--- config.mk ---
export PLATFORM = sky130hd
export DESIGN_NAME = fetch_queue
export DESIGN_NICKNAME = d
export VERILOG_FILES = /design/src/rtl/fetch_pkg.sv /design/src/rtl/fetch_fifo.sv /design/src/rtl/fetch_queue.sv
export SDC_FILE = /design/constraint.sdc
export NUM_CORES = 1
export LEC_CHECK = 0
export CORE_ASPECT_RATIO = 0.9
export CORE_MARGIN = 10
export CORE_UTILIZATION = 40
export CTS_CLUSTER_DIAMETER = 80
export DETAILED_ROUTE_END_ITERATION = 10
export PLACE_DENSITY_LB_ADDON = 0.15
export SKIP_LAST_GASP = 1
export SLEW_MARGIN = 20
export SYNTH_ARGS = -nofsm -noshare
export SYNTH_HDL_FRONTEND = slang
export SYNTH_HIERARCHICAL = 1
export SYNTH_SLANG_ARGS = --single-unit
--- constraint.sdc ---
create_clock -name CLK -period 19 [get_ports CLK]
set_input_delay 3.8 -clock CLK [delete_from_list [all_inputs] [get_ports CLK]]
set_output_delay 3.8 -clock CLK [all_outputs]
set_load 0.005 [all_outputs]
--- src/rtl/fetch_pkg.sv ---
// fetch_pkg: shared types and constants for the instruction fetch front end
package fetch_pkg;
    localparam int ADDR_W = 32;
    localparam int INSTR_W = 32;
    localparam logic [ADDR_W-1:0] RESET_ADDR = 32'd1040;
    typedef enum logic {IDLE, REQ} fsm_t;
    typedef struct packed {
        logic [ADDR_W-1:0] addr;
        logic [INSTR_W-1:0] data;
    } entry_t;
endpackage

--- src/rtl/fetch_fifo.sv ---
// fetch_fifo: synchronous FIFO with flush; a push is accepted while full if a pop happens in the same cycle
module fetch_fifo #(
    parameter int W = 32,
    parameter int DEPTH = 4
) (
    input  logic                   CLK,
    input  logic                   RST,
    input  logic                   flush,
    input  logic                   push,
    input  logic [W-1:0]           din,
    input  logic                   pop,
    output logic [W-1:0]           dout,
    output logic [$clog2(DEPTH):0] count
);
    localparam int AW = $clog2(DEPTH);
    logic [W-1:0] mem [DEPTH];
    logic [AW-1:0] wp, rp;
    logic empty, wr, rd;
    always_comb begin
        empty = count == '0;
        rd = pop && !empty;
        wr = push && (count != (AW+1)'(DEPTH) || rd);
        dout = empty ? '0 : mem[rp];
    end
    always_ff @(posedge CLK) begin
        if (!RST || flush) begin
            wp <= '0;
            rp <= '0;
            count <= '0;
        end else begin
            wp <= wp + AW'(wr);
            rp <= rp + AW'(rd);
            count <= count + (AW+1)'(wr) - (AW+1)'(rd);
        end
    end
    always_ff @(posedge CLK)
        if (wr) mem[wp] <= din;
endmodule

--- src/rtl/fetch_queue.sv ---
// fetch_queue: instruction fetch front end with credit-limited memory reads and a redirect-flushable FIFO
// Optional FETCH_PERF_EN adds statFetched/statDropped counters.
module fetch_queue
    import fetch_pkg::*;
#(
    parameter int DEPTH = 4,
    parameter logic [ADDR_W-1:0] RESET_ADDR = fetch_pkg::RESET_ADDR
) (
    input  logic               CLK,
    input  logic               RST,
    input  logic               redirect,
    input  logic [ADDR_W-1:0]  redirectAddr,
    output logic               memReq,
    output logic [ADDR_W-1:0]  memAddr,
    input  logic               memGnt,
    input  logic               memRvalid,
    input  logic [INSTR_W-1:0] memRdata,
    output logic               instValid,
    output logic [INSTR_W-1:0] instData,
    output logic [ADDR_W-1:0]  instAddr,
`ifdef FETCH_PERF_EN
    output logic [31:0]        statFetched,
    output logic [31:0]        statDropped,
`endif
    input  logic               instReady
);
    localparam int CW = $clog2(DEPTH) + 1;
    fsm_t state;
    logic pend, gnt, hold, push, credit, credit_after;
    logic [ADDR_W-1:0] fetch_addr, pend_addr, resp_addr;
    logic [CW-1:0] occ, out, stale, occ_eff;
    entry_t head;
    // A redirecting cycle flushes the FIFO, so its occupancy no longer consumes credit
    always_comb begin
        gnt = state == REQ && memGnt;
        hold = state == REQ && !memGnt;
        push = memRvalid && stale == '0;
        occ_eff = redirect ? '0 : occ;
        credit = occ_eff + out < CW'(DEPTH);
        credit_after = occ_eff + out + CW'(1) < CW'(DEPTH);
        memReq = state == REQ;
        memAddr = fetch_addr;
        instValid = occ != '0;
        instAddr = head.addr;
        instData = head.data;
    end
    fetch_fifo #(.W($bits(entry_t)), .DEPTH(DEPTH)) u_fifo (
        .CLK(CLK), .RST(RST), .flush(redirect), .push(push), .din({resp_addr, memRdata}),
        .pop(instReady), .dout(head), .count(occ)
    );
    // Every granted read, stale or not, holds a slot here until its response returns
    fetch_fifo #(.W(ADDR_W), .DEPTH(DEPTH)) u_inflight (
        .CLK(CLK), .RST(RST), .flush(1'b0), .push(gnt), .din(fetch_addr),
        .pop(memRvalid), .dout(resp_addr), .count(out)
    );
    always_ff @(posedge CLK) begin
        if (!RST) begin
            state <= IDLE;
            pend <= 1'b0;
            pend_addr <= '0;
            fetch_addr <= RESET_ADDR;
            stale <= '0;
        end else begin
            stale <= redirect ? out + CW'(gnt) - CW'(memRvalid)
                              : stale - CW'(memRvalid && stale != '0) + CW'(gnt && pend);
            if (state == IDLE)
                state <= credit ? REQ : IDLE;
            else if (gnt)
                state <= credit_after ? REQ : IDLE;
            if (redirect && hold) begin
                pend <= 1'b1;
                pend_addr <= redirectAddr;
            end else if (redirect) begin
                pend <= 1'b0;
                fetch_addr <= redirectAddr;
            end else if (gnt) begin
                pend <= 1'b0;
                fetch_addr <= pend ? pend_addr : fetch_addr + 32'd4;
            end
        end
    end
`ifdef FETCH_PERF_EN
    always_ff @(posedge CLK) begin
        if (!RST) begin
            statFetched <= '0;
            statDropped <= '0;
        end else begin
            statFetched <= statFetched + 32'(push && !redirect);
            statDropped <= statDropped + 32'(memRvalid && stale != '0)
                + (redirect ? 32'(occ) - 32'(instReady && occ != '0) + 32'(push) : 32'd0);
        end
    end
`endif
endmodule

==> results of run 1 <==
[registers in the layout (all words and copies together) (netlist names)]
signal	count
u_inflight/rp	2
u_fifo/count	3
u_inflight/count	3
memReq	1
u_fifo/rp	2
u_fifo/wp	2
stale	3
u_inflight/wp	2
pend	1
memAddr	32
pend_addr	32
u_inflight/mem	128
u_fifo/mem	256
[worst min-delay path, delay by kind of cell (launching register included)]
family / cells / cell delay, ps
compound gates: 1 / 50
flops: 1 / 310
simple gates: 1 / 50
[routing by layer]
metal	wire [µm]	vias up	GRT usage, %
li1	-	4979	-
met1	20300	5493	20.8
met2	19400	267	22.7
met3	2510	47	3.35
met4	604	0	3.75
met5	0	-	0
[layout by cell type (no fill, tap or decap), types with 6 or more instances in the layout]
cell type / n
sky130_fd_sc_hd__edfxtp_1: 384
sky130_fd_sc_hd__clkdlybuf4s50_1: 166
sky130_fd_sc_hd__nand2_1: 118
sky130_fd_sc_hd__and2_1: 109
sky130_fd_sc_hd__mux4_2: 90
sky130_fd_sc_hd__dfxtp_1: 80
sky130_fd_sc_hd__a21oi_1: 62
sky130_fd_sc_hd__clkbuf_16: 47
sky130_fd_sc_hd__o21ai_0: 39
sky130_fd_sc_hd__nor2_1: 33
sky130_fd_sc_hd__inv_1: 27
sky130_fd_sc_hd__clkbuf_1: 18
sky130_fd_sc_hd__buf_4: 18
sky130_fd_sc_hd__xnor2_1: 15
sky130_fd_sc_hd__ha_1: 14
sky130_fd_sc_hd__nand3_1: 13
sky130_fd_sc_hd__nor3_1: 11
sky130_fd_sc_hd__mux2i_1: 10
sky130_fd_sc_hd__o211ai_1: 9
sky130_fd_sc_hd__nand4_1: 8
sky130_fd_sc_hd__a31oi_1: 8
sky130_fd_sc_hd__nor2b_1: 8
sky130_fd_sc_hd__a211oi_1: 7
sky130_fd_sc_hd__and3_1: 7
sky130_fd_sc_hd__clkinv_2: 7
sky130_fd_sc_hd__o22ai_1: 6
sky130_fd_sc_hd__nand2b_1: 6
sky130_fd_sc_hd__mux4_1: 6
[logic make-up (layout without fill, tap and decap cells)]
group	count (synthesis)	count (layout)	share of synthesized area [%]
AND/OR/NAND/NOR	349	349	9.60
buffers and inverters	98	296	3.11
AO/OA/AOI/OAI	152	152	4.64
flip-flops	467	467	68.1
multiplexers	109	109	12.0
adder cells (fa/ha/maj)	19	19	1.42
XOR/XNOR	22	22	1.15
other	1	2	0.0194
[through the flow]
stage	power (mW)	cell area [µm²]	instances
after floorplan	1.35	19400	1218
after global placement	1.47	21500	1956
after detailed placement	1.48	21500	1956
after CTS	2.35	22900	2040
after global routing	2.42	22900	2040
final	2.31	22900	2040
[final cells by class]
type | count | area share [%]
clock inverters | 19 | 0.812
multi-input cells | 653 | 24.6
repair buffers | 185 | 7.85
clock buffers | 65 | 5.42
well taps | 624 | 3.40
inverters | 27 | 0.442
flip-flops and latches | 467 | 57.5
[power by group through the flow]
| stage | Sequential, mW | Combinational, mW | Clock [mW] |
|---|---|---|---|
| 2_1_floorplan | 1.21 | 0.145 | 0 |
| 5_1_grt | 1.20 | 0.281 | 0.934 |
| 4_1_cts | 1.19 | 0.261 | 0.892 |
| 3_3_place_gp | 1.21 | 0.257 | 0 |
| 6_report | 1.19 | 0.254 | 0.865 |
| 3_5_place_dp | 1.22 | 0.260 | 0 |
[worst max path at each step]
stage / start / to / slack (ps) / cells after the start
floorplan: memRvalid / u_fifo/mem[0][0] / 7730 / 2
global placement: u_fifo/rp[0] / instAddr[31] / 12380 / 4
detailed placement: u_fifo/rp[0] / instAddr[31] / 12380 / 4
CTS: u_fifo/rp[0] / instAddr[31] / 11750 / 4
global route: u_fifo/rp[0] / instAddr[31] / 11610 / 4
finish: u_fifo/rp[0] / instAddr[31] / 11930 / 4
==> results_dict.tcl, run 1 <==
set metrics [dict create \
    grt_pass1_vias 10900 \
    dieArea_um2 57600 \
    cts_hold_repair.buffers 0 \
    p_per_area_nw_per_um2 101 \
    dpl.hpwl_mm 26.3 \
    finalMaxSlewViolations 0 \
    post_synth_most_frequent_cells "sky130_fd_sc_hd__edfxtp_1 (384), sky130_fd_sc_hd__nand2_1 (118), sky130_fd_sc_hd__and2_1 (109)" \
    finalSetupViolCount 0 \
    dieHeight_um 229 \
    tritoncts "yes" \
    yosysWarningCount 6 \
    ant_nets 0 \
    synth_seq_area_share_pct 68.1 \
    synth.most_common_cell "sky130_fd_sc_hd__edfxtp_1" \
    timing.final.crit_share_pct 37.2 \
    detail_route.wl_per_cell_um 21.0 \
    totalNegativeSetupSlack_ps 0 \
    timing.critical_path.slowest_cell_delay_ps 780 \
    synth_enable_flop_cells 384 \
    root_buffer "sky130_fd_sc_hd__clkbuf_16" \
    netSwitchingFraction_pct 22.6 \
    grt.total_usage_pct 14.8 \
    syn_inst 1217 \
    holdCritStartpoint "pend_addr[29]" \
    ios 168 \
    postSynthRegisterBits 467 \
    grt_antenna_before_repair 0 \
    crit_type "flop to output port" \
    numCtsBuffers 47 \
    post_synth_cell_types 65 \
    cell_row_count 76 \
    power_internal_mw 1.79 \
    hold-path-cell-count 2 \
    detail_route.vias_per_cell 5.29 \
    multiInputGateArea_um2 5630 \
    clock_sinks 467 \
    clock-skew-final_ps 18.3 \
    cell_area_after_technology_mapping_um2 19400 \
    maximum_clock_frequency_mhz 141 \
    syn2layout_area_growth_pct 18.5 \
    grt_max_degree 66 \
    max_cap_violations 0 \
    grt-ovfl-total 0 \
    reg2reg_from "u_inflight/count[2]" \
    arrival_ps 3270 \
    floorplan.initialDensity_pct 40.4 \
    wirelength_mm 42.8 \
    power.static_leakage_nw 7.36 \
    sequential_cell_area_um2 13200 \
    drt_iter0_markers 825 \
    post_cts_resize_count 0 \
    remaining_drc_errors 0 \
    post_cts_setup_bufs 0 \
    hold_viol_final 0 \
    critPathTopFamily "buffers and inverters" \
    cts_htree_levels 2 \
    num-nets-final 1470 \
    seq_power_share_pct 51.7 \
    synth_top_area_share_pct 59.5 \
    synth_top_flop_cell "sky130_fd_sc_hd__edfxtp_1" \
    worst_hold_margin_ps 454 \
    globalplace.congestion 0.757 \
    post-route-min-period_ps 7070 \
    clk_pin_slew_ps 60 \
    slew_worst_pin_ps 990 \
    netlist_top_cells_area "sky130_fd_sc_hd__edfxtp_1 (60%), sky130_fd_sc_hd__mux4_2 (10%), sky130_fd_sc_hd__dfxtp_1 (8.6%), sky130_fd_sc_hd__and2_1 (3.5%), sky130_fd_sc_hd__nand2_1 (2.3%)" \
    r2r_setup_slack_ps 16230 \
    antennaDiodeCount 0 \
    slew-limit-headroom_pct 34.0 \
    reg2regPathDepth 8 \
    post_route_cells_drive_above_1_share_pct 13.8 \
    status "finished clean" \
    final.fill_count 4156 \
    hold_path.class "flop to flop" \
    crit_path_end_kind "output port" \
    critPathMaxFanout 44 \
    rr_endpoint "u_inflight/count[2]" \
    power_frac_comb_pct 11.0 \
    worstHoldEndpoint "pend_addr[29]" \
    vias 10800 \
    netSwitchingPower_mw 0.522 \
    crit_chain "buf_4 > mux4_1 > and2_1 > clkdlybuf4s50_1" \
    worst-endpoint-required_ps 15200 \
    ir_worst_vdd_uv 54.8 \
    ys_async_sr_fraction_pct 0 \
    clk_latency_ps 570 \
    critPathLaunchType "flop" \
    critPathSlowestCell "sky130_fd_sc_hd__buf_4" \
    pre_cts_ws_ps 12380 \
    timing.final.ws_setup_ps 11930 \
    portBuffers 167 \
    rsz_0062_raised_after_global_routing "false" \
    chipWidth_um 252 \
    core_area_um2 47900 \
    finish.utilization_pct 47.9 \
    clock_tree.buffer_depth 3 \
    avgSynthCellArea_um2 15.9 \
    critical_path.n_buffers_inverters 2 \
    share_of_total_power_in_the_clock_network_pct 37.4 \
    synthDominantAreaCellType "sky130_fd_sc_hd__edfxtp_1" \
    drt_pre_antenna_iters 4 \
    grt_first_pass_wirelength_mm 66.7 \
]
No activity file was read; power rests on OpenSTA's default activity.
==> run 2, diff against run 1 <==
- clock period: 19 -> 5.8 ns (I/O delays scaled with it)
==> results_dict.tcl, run 2 (synthesized netlist as in run 1, its figures left out) <==
set metrics [dict create \
    r2r_setup_slack_ps 3280 \
    dpl.hpwl_mm 26.4 \
    multiInputGateArea_um2 5630 \
    clk_pin_slew_ps 60 \
    grt_pass1_vias 11200 \
    ir_worst_vdd_uv 206 \
    clock_tree.buffer_depth 3 \
    placed_cells_incl_taps 1961 \
    clock_sinks 467 \
    finalMaxSlewViolations 0 \
    post_cts_resize_count 0 \
    max_cap_violations 0 \
    tritoncts "yes" \
    clk_latency_ps 570 \
    holdCritStartpoint "pend_addr[16]" \
    placed_cell_area_um2 21600 \
    finalSetupViolCount 0 \
    critPathMaxFanout 45 \
    critPathSlowestCell "sky130_fd_sc_hd__dfxtp_4" \
    core_area_um2 47900 \
    ant_nets 0 \
    wirelength_mm 43.2 \
    crit_chain "buf_4 > mux4_1 > and2_1 > clkdlybuf4s50_1" \
    crit_path_end_kind "output port" \
    ios 168 \
    power.static_leakage_nw 7.41 \
    hold_path.class "flop to flop" \
    design_power_total_mw 7.61 \
    final.fill_count 4116 \
    timing.critical_path.slowest_cell_delay_ps 970 \
    drt_pre_antenna_iters 5 \
    layout_top_registers "u_fifo/mem: 256 flops, u_inflight/mem: 128 flops" \
    clock-skew-final_ps 16.4 \
    mostFrequentLayoutCells "sky130_fd_sc_hd__edfxtp_1 (384), sky130_fd_sc_hd__clkdlybuf4s50_1 (166), sky130_fd_sc_hd__nand2_1 (118)" \
    post_cts_setup_bufs 0 \
    grt_first_pass_wirelength_mm 67.9 \
    critical_path.n_buffers_inverters 2 \
    p_per_area_nw_per_um2 330 \
    slew-limit-headroom_pct 28.5 \
    antennaDiodeCount 0 \
    final_cell_area_um2 23000 \
    sequential_cell_area_um2 13200 \
    grt.total_usage_pct 15.1 \
    grt_max_degree 66 \
    dieArea_um2 57600 \
    maximum_clock_frequency_mhz 231 \
    layoutNonFillerInstCount 2051 \
    grt_antenna_before_repair 0 \
    grt-ovfl-total 0 \
    rr_endpoint "u_fifo/mem[3][23]" \
    critPathTopFamily "flip-flops" \
    totalNegativeSetupSlack_ps 0 \
    numCtsBuffers 49 \
    cts_htree_levels 2 \
    hold-path-cell-count 2 \
    hold_viol_final 0 \
    remaining_drc_errors 0 \
    most_common_cell_after_layout_fill_and_taps_aside "sky130_fd_sc_hd__edfxtp_1" \
    dieHeight_um 229 \
    status "finished clean" \
    root_buffer "sky130_fd_sc_hd__clkbuf_16" \
    portBuffers 167 \
    largest_reg_flops 256 \
    rsz_0062_raised_after_global_routing "false" \
    syn2layout_area_growth_pct 18.9 \
    floorplan.initialDensity_pct 40.4 \
    chipWidth_um 252 \
    crit_type "flop to output port" \
    reg2reg_from "stale[1]" \
    finish.utilization_pct 48.1 \
    drt_iter0_markers 708 \
    post-route-min-period_ps 4330 \
    detail_route.vias_per_cell 5.22 \
    post_route_cells_drive_above_1_share_pct 14.2 \
    max_flop_register "u_fifo/mem" \
    num-nets-final 1477 \
    reg2regPathDepth 4 \
    detail_route.wl_per_cell_um 21.1 \
    cts_hold_repair.buffers 0 \
    slew_worst_pin_ps 1070 \
    vias 10700 \
    worst-endpoint-required_ps 4640 \
    timing.final.crit_share_pct 74.7 \
    worstHoldEndpoint "pend_addr[16]" \
    critPathLaunchType "flop" \
    cell_row_count 76 \
    globalplace.congestion 0.751 \
    arrival_ps 3170 \
]
[run 2: changes by cell type in the layout (fill, tap and decap cells not counted), sizes merged]
cell / previous run / this run
buf: 19 / 24
clkinv: 14 / 19
bufinv: 3 / 0
inv: 27 / 29
clkbuf: 65 / 66
clkinvlp: 2 / 3
[run 2: worst register-to-register path, stage by stage (launching register included)]
cell and delay (ps):
sky130_fd_sc_hd__dfxtp_1 320, sky130_fd_sc_hd__nor3_1 320, sky130_fd_sc_hd__and2_1 290, sky130_fd_sc_hd__and4b_4 530, sky130_fd_sc_hd__buf_4 650
[run 2: metal layers]
layer / global-route usage (%) / wire, µm / vias to the layer above
met5: 0 / 0 / -
met4: 4.33 / 968 / 0
met3: 4.16 / 2750 / 62
met2: 23.2 / 19400 / 266
met1: 20.7 / 20100 / 5371
li1: - / - / 5003
[run 2: area by class of cell]
class | count | area share (%)
sequential | 467 | 57.3
multi-input combinational | 653 | 24.5
timing repair buffer | 190 | 8.09
clock buffer | 66 | 5.78
tap | 624 | 3.39
clock inverter | 24 | 0.527
inverter | 27 | 0.440
[run 2: stage by stage]
step                hold slack (ps)  setup slack (ps)
finish                          451              1470
global route                    471              1240
CTS                             454              1330
detailed placement              446              1960
global placement                438              1990
floorplan                       431               251
[run 2: worst max-delay path by stage]
stage                       startpoint               end  slack [ps]  cells past startpoint
final                     u_fifo/rp[0]       instData[0]        1470                      4
after detailed placement  u_fifo/rp[0]       instData[0]        1960                      4
after global routing      u_fifo/rp[0]       instData[0]        1240                      4
after CTS                 u_fifo/rp[0]       instData[0]        1330                      4
after global placement    u_fifo/rp[0]       instData[0]        1990                      4
after floorplan              memRvalid  u_fifo/mem[1][0]         250                      2
[run 2: power by group]
| group | switching (mW) | internal [mW] |
|---|---|---|
| Sequential | 0.109 | 3.81 |
| Combinational | 0.403 | 0.437 |
| Clock | 1.24 | 1.61 |
==> run 3, diff against run 2 <==
- clock period: 5.8 -> 4.05 ns (I/O delays scaled with it)
==> results_dict.tcl, run 3 (synthesized netlist as in run 1, its figures left out) <==
set metrics [dict create \
    post_route_cells_drive_above_1_share_pct 15.1 \
    grt_first_pass_wirelength_mm 67.0 \
    finalMaxSlewViolations 0 \
    num-nets-final 1485 \
    critPathLaunchType "flop" \
    finish.utilization_pct 48.2 \
    globalplace.congestion 0.766 \
    detail_route.wl_per_cell_um 20.9 \
    dr_wl_met3_mm 2.55 \
    post_cts_setup_bufs 0 \
    grt.total_usage_pct 14.9 \
    chipWidth_um 252 \
    detail_route.vias_per_cell 5.22 \
    maximum_clock_frequency_mhz 282 \
    antennaDiodeCount 0 \
    root_buffer "sky130_fd_sc_hd__clkbuf_16" \
    worst_hold_margin_ps 452 \
    max_flop_register "u_fifo/mem" \
    final.fill_count 4172 \
    wirelength_met1_mm 19.8 \
    dieArea_um2 57600 \
    critical_path.n_buffers_inverters 2 \
    p_per_area_nw_per_um2 469 \
    grt-ovfl-total 0 \
    status "finished clean" \
    crit_type "flop to output port" \
    dpl.hpwl_mm 26.8 \
    top_layer "met4" \
    slew-limit-headroom_pct 26.2 \
    power.static_leakage_nw 7.44 \
    ir_worst_vdd_uv 377 \
    mostFrequentLayoutCells "sky130_fd_sc_hd__edfxtp_1 (384), sky130_fd_sc_hd__clkdlybuf4s50_1 (166), sky130_fd_sc_hd__nand2_1 (118)" \
    grt_antenna_before_repair 0 \
    floorplan.initialDensity_pct 40.4 \
    post-route-min-period_ps 3550 \
    clk_latency_ps 580 \
    most_common_cell_after_layout_fill_and_taps_aside "sky130_fd_sc_hd__edfxtp_1" \
    clock_tree.buffer_depth 3 \
    cell_row_count 76 \
    timing.critical_path.slowest_cell_delay_ps 830 \
    syn2layout_area_growth_pct 19.3 \
    numCtsBuffers 49 \
    slew_worst_pin_ps 1090 \
    grt_pass1_vias 11000 \
    worst-endpoint-required_ps 3240 \
    sequential_cell_area_um2 13200 \
    vias 10700 \
    max_cap_violations 0 \
    critPathTopFamily "simple AND/OR/NAND/NOR gates" \
    arrival_ps 2740 \
    dieHeight_um 229 \
    crit_chain "or3_2 > buf_4 > and2_1 > clkdlybuf4s50_1" \
    largest_reg_flops 256 \
    drt_iter0_markers 644 \
    ios 168 \
    clock-skew-final_ps 18.0 \
    timing.final.crit_share_pct 87.6 \
    detailroute.wirelength.met2_mm 19.7 \
    core_area_um2 47900 \
    cts_hold_repair.buffers 0 \
    rsz_0062_raised_after_global_routing "false" \
    ant_nets 0 \
    clk_pin_slew_ps 60 \
    post_cts_resize_count 0 \
    remaining_drc_errors 0 \
    critPathMaxFanout 37 \
    crit_path_end_kind "output port" \
    finalSetupViolCount 0 \
    drt_pre_antenna_iters 6 \
    portBuffers 167 \
    clock_sinks 467 \
    multiInputGateArea_um2 5640 \
    totalNegativeSetupSlack_ps 0 \
    hold_viol_final 0 \
    layout_top_registers "u_fifo/mem: 256 flops, u_inflight/mem: 128 flops" \
    tritoncts "yes" \
    wirelength_mm 42.9 \
    grt_max_degree 65 \
    critPathSlowestCell "sky130_fd_sc_hd__or3_2" \
    cts_htree_levels 2 \
    hold_path.class "flop to flop" \
]
[run 3: metrics by stage]
stage / setup WS [ps] / std cells / cell area [µm²] / power, mW
after global routing: 369 / 2053 / 23100 / 11.3
after CTS: 404 / 2053 / 23100 / 11.0
final: 504 / 2053 / 23100 / 10.8
after detailed placement: 693 / 1969 / 21700 / 6.96
after global placement: 759 / 1969 / 21700 / 6.93
after floorplan: 487 / 1218 / 19400 / 6.33
[run 3: path summary, 6_finish.rpt]
kind / startpoint / to / slack, ps / cells after the start
max: u_fifo/count[1] / instData[7] / 500 / 4
min: pend_addr[19] / pend_addr[19] / 450 / 2
max reg2reg: u_fifo/count[1] / u_fifo/count[2] / 1310 / 8
min reg2reg: pend_addr[19] / pend_addr[19] / 450 / 2
[run 3: metal layers]
layer | track usage [%] | vias up
met1 | 20.4 | 5396
met5 | 0 | -
met2 | 23.3 | 257
met4 | 4.12 | 0
li1 | - | 5001
met3 | 3.55 | 55
[run 3: layout make-up]
cell class	count	area share (%)
inverters	27	0.439
repair buffers	198	8.54
well taps	624	3.38
multi-input cells	653	24.4
clock inverters	28	0.688
flip-flops and latches	467	57.1
clock buffers	56	5.42
[run 3: where the power goes]
| group | switching [mW] | internal [mW] | leakage (nW) |
|---|---|---|---|
| Clock | 1.81 | 2.21 | 0.682 |
| Combinational | 0.588 | 0.635 | 2.54 |
| Sequential | 0.145 | 5.45 | 4.22 |
| Total | 2.54 | 8.30 | 7.44 |
[run 3: worst reg2reg max path: stages, from the launching register on]
cell and delay [ps]:
sky130_fd_sc_hd__dfxtp_1 360, sky130_fd_sc_hd__or3_2 830, sky130_fd_sc_hd__and2_1 340, sky130_fd_sc_hd__ha_1 280, sky130_fd_sc_hd__inv_1 40, sky130_fd_sc_hd__ha_1 180
sky130_fd_sc_hd__fa_1 370, sky130_fd_sc_hd__xor3_1 200, sky130_fd_sc_hd__nor2_1 40
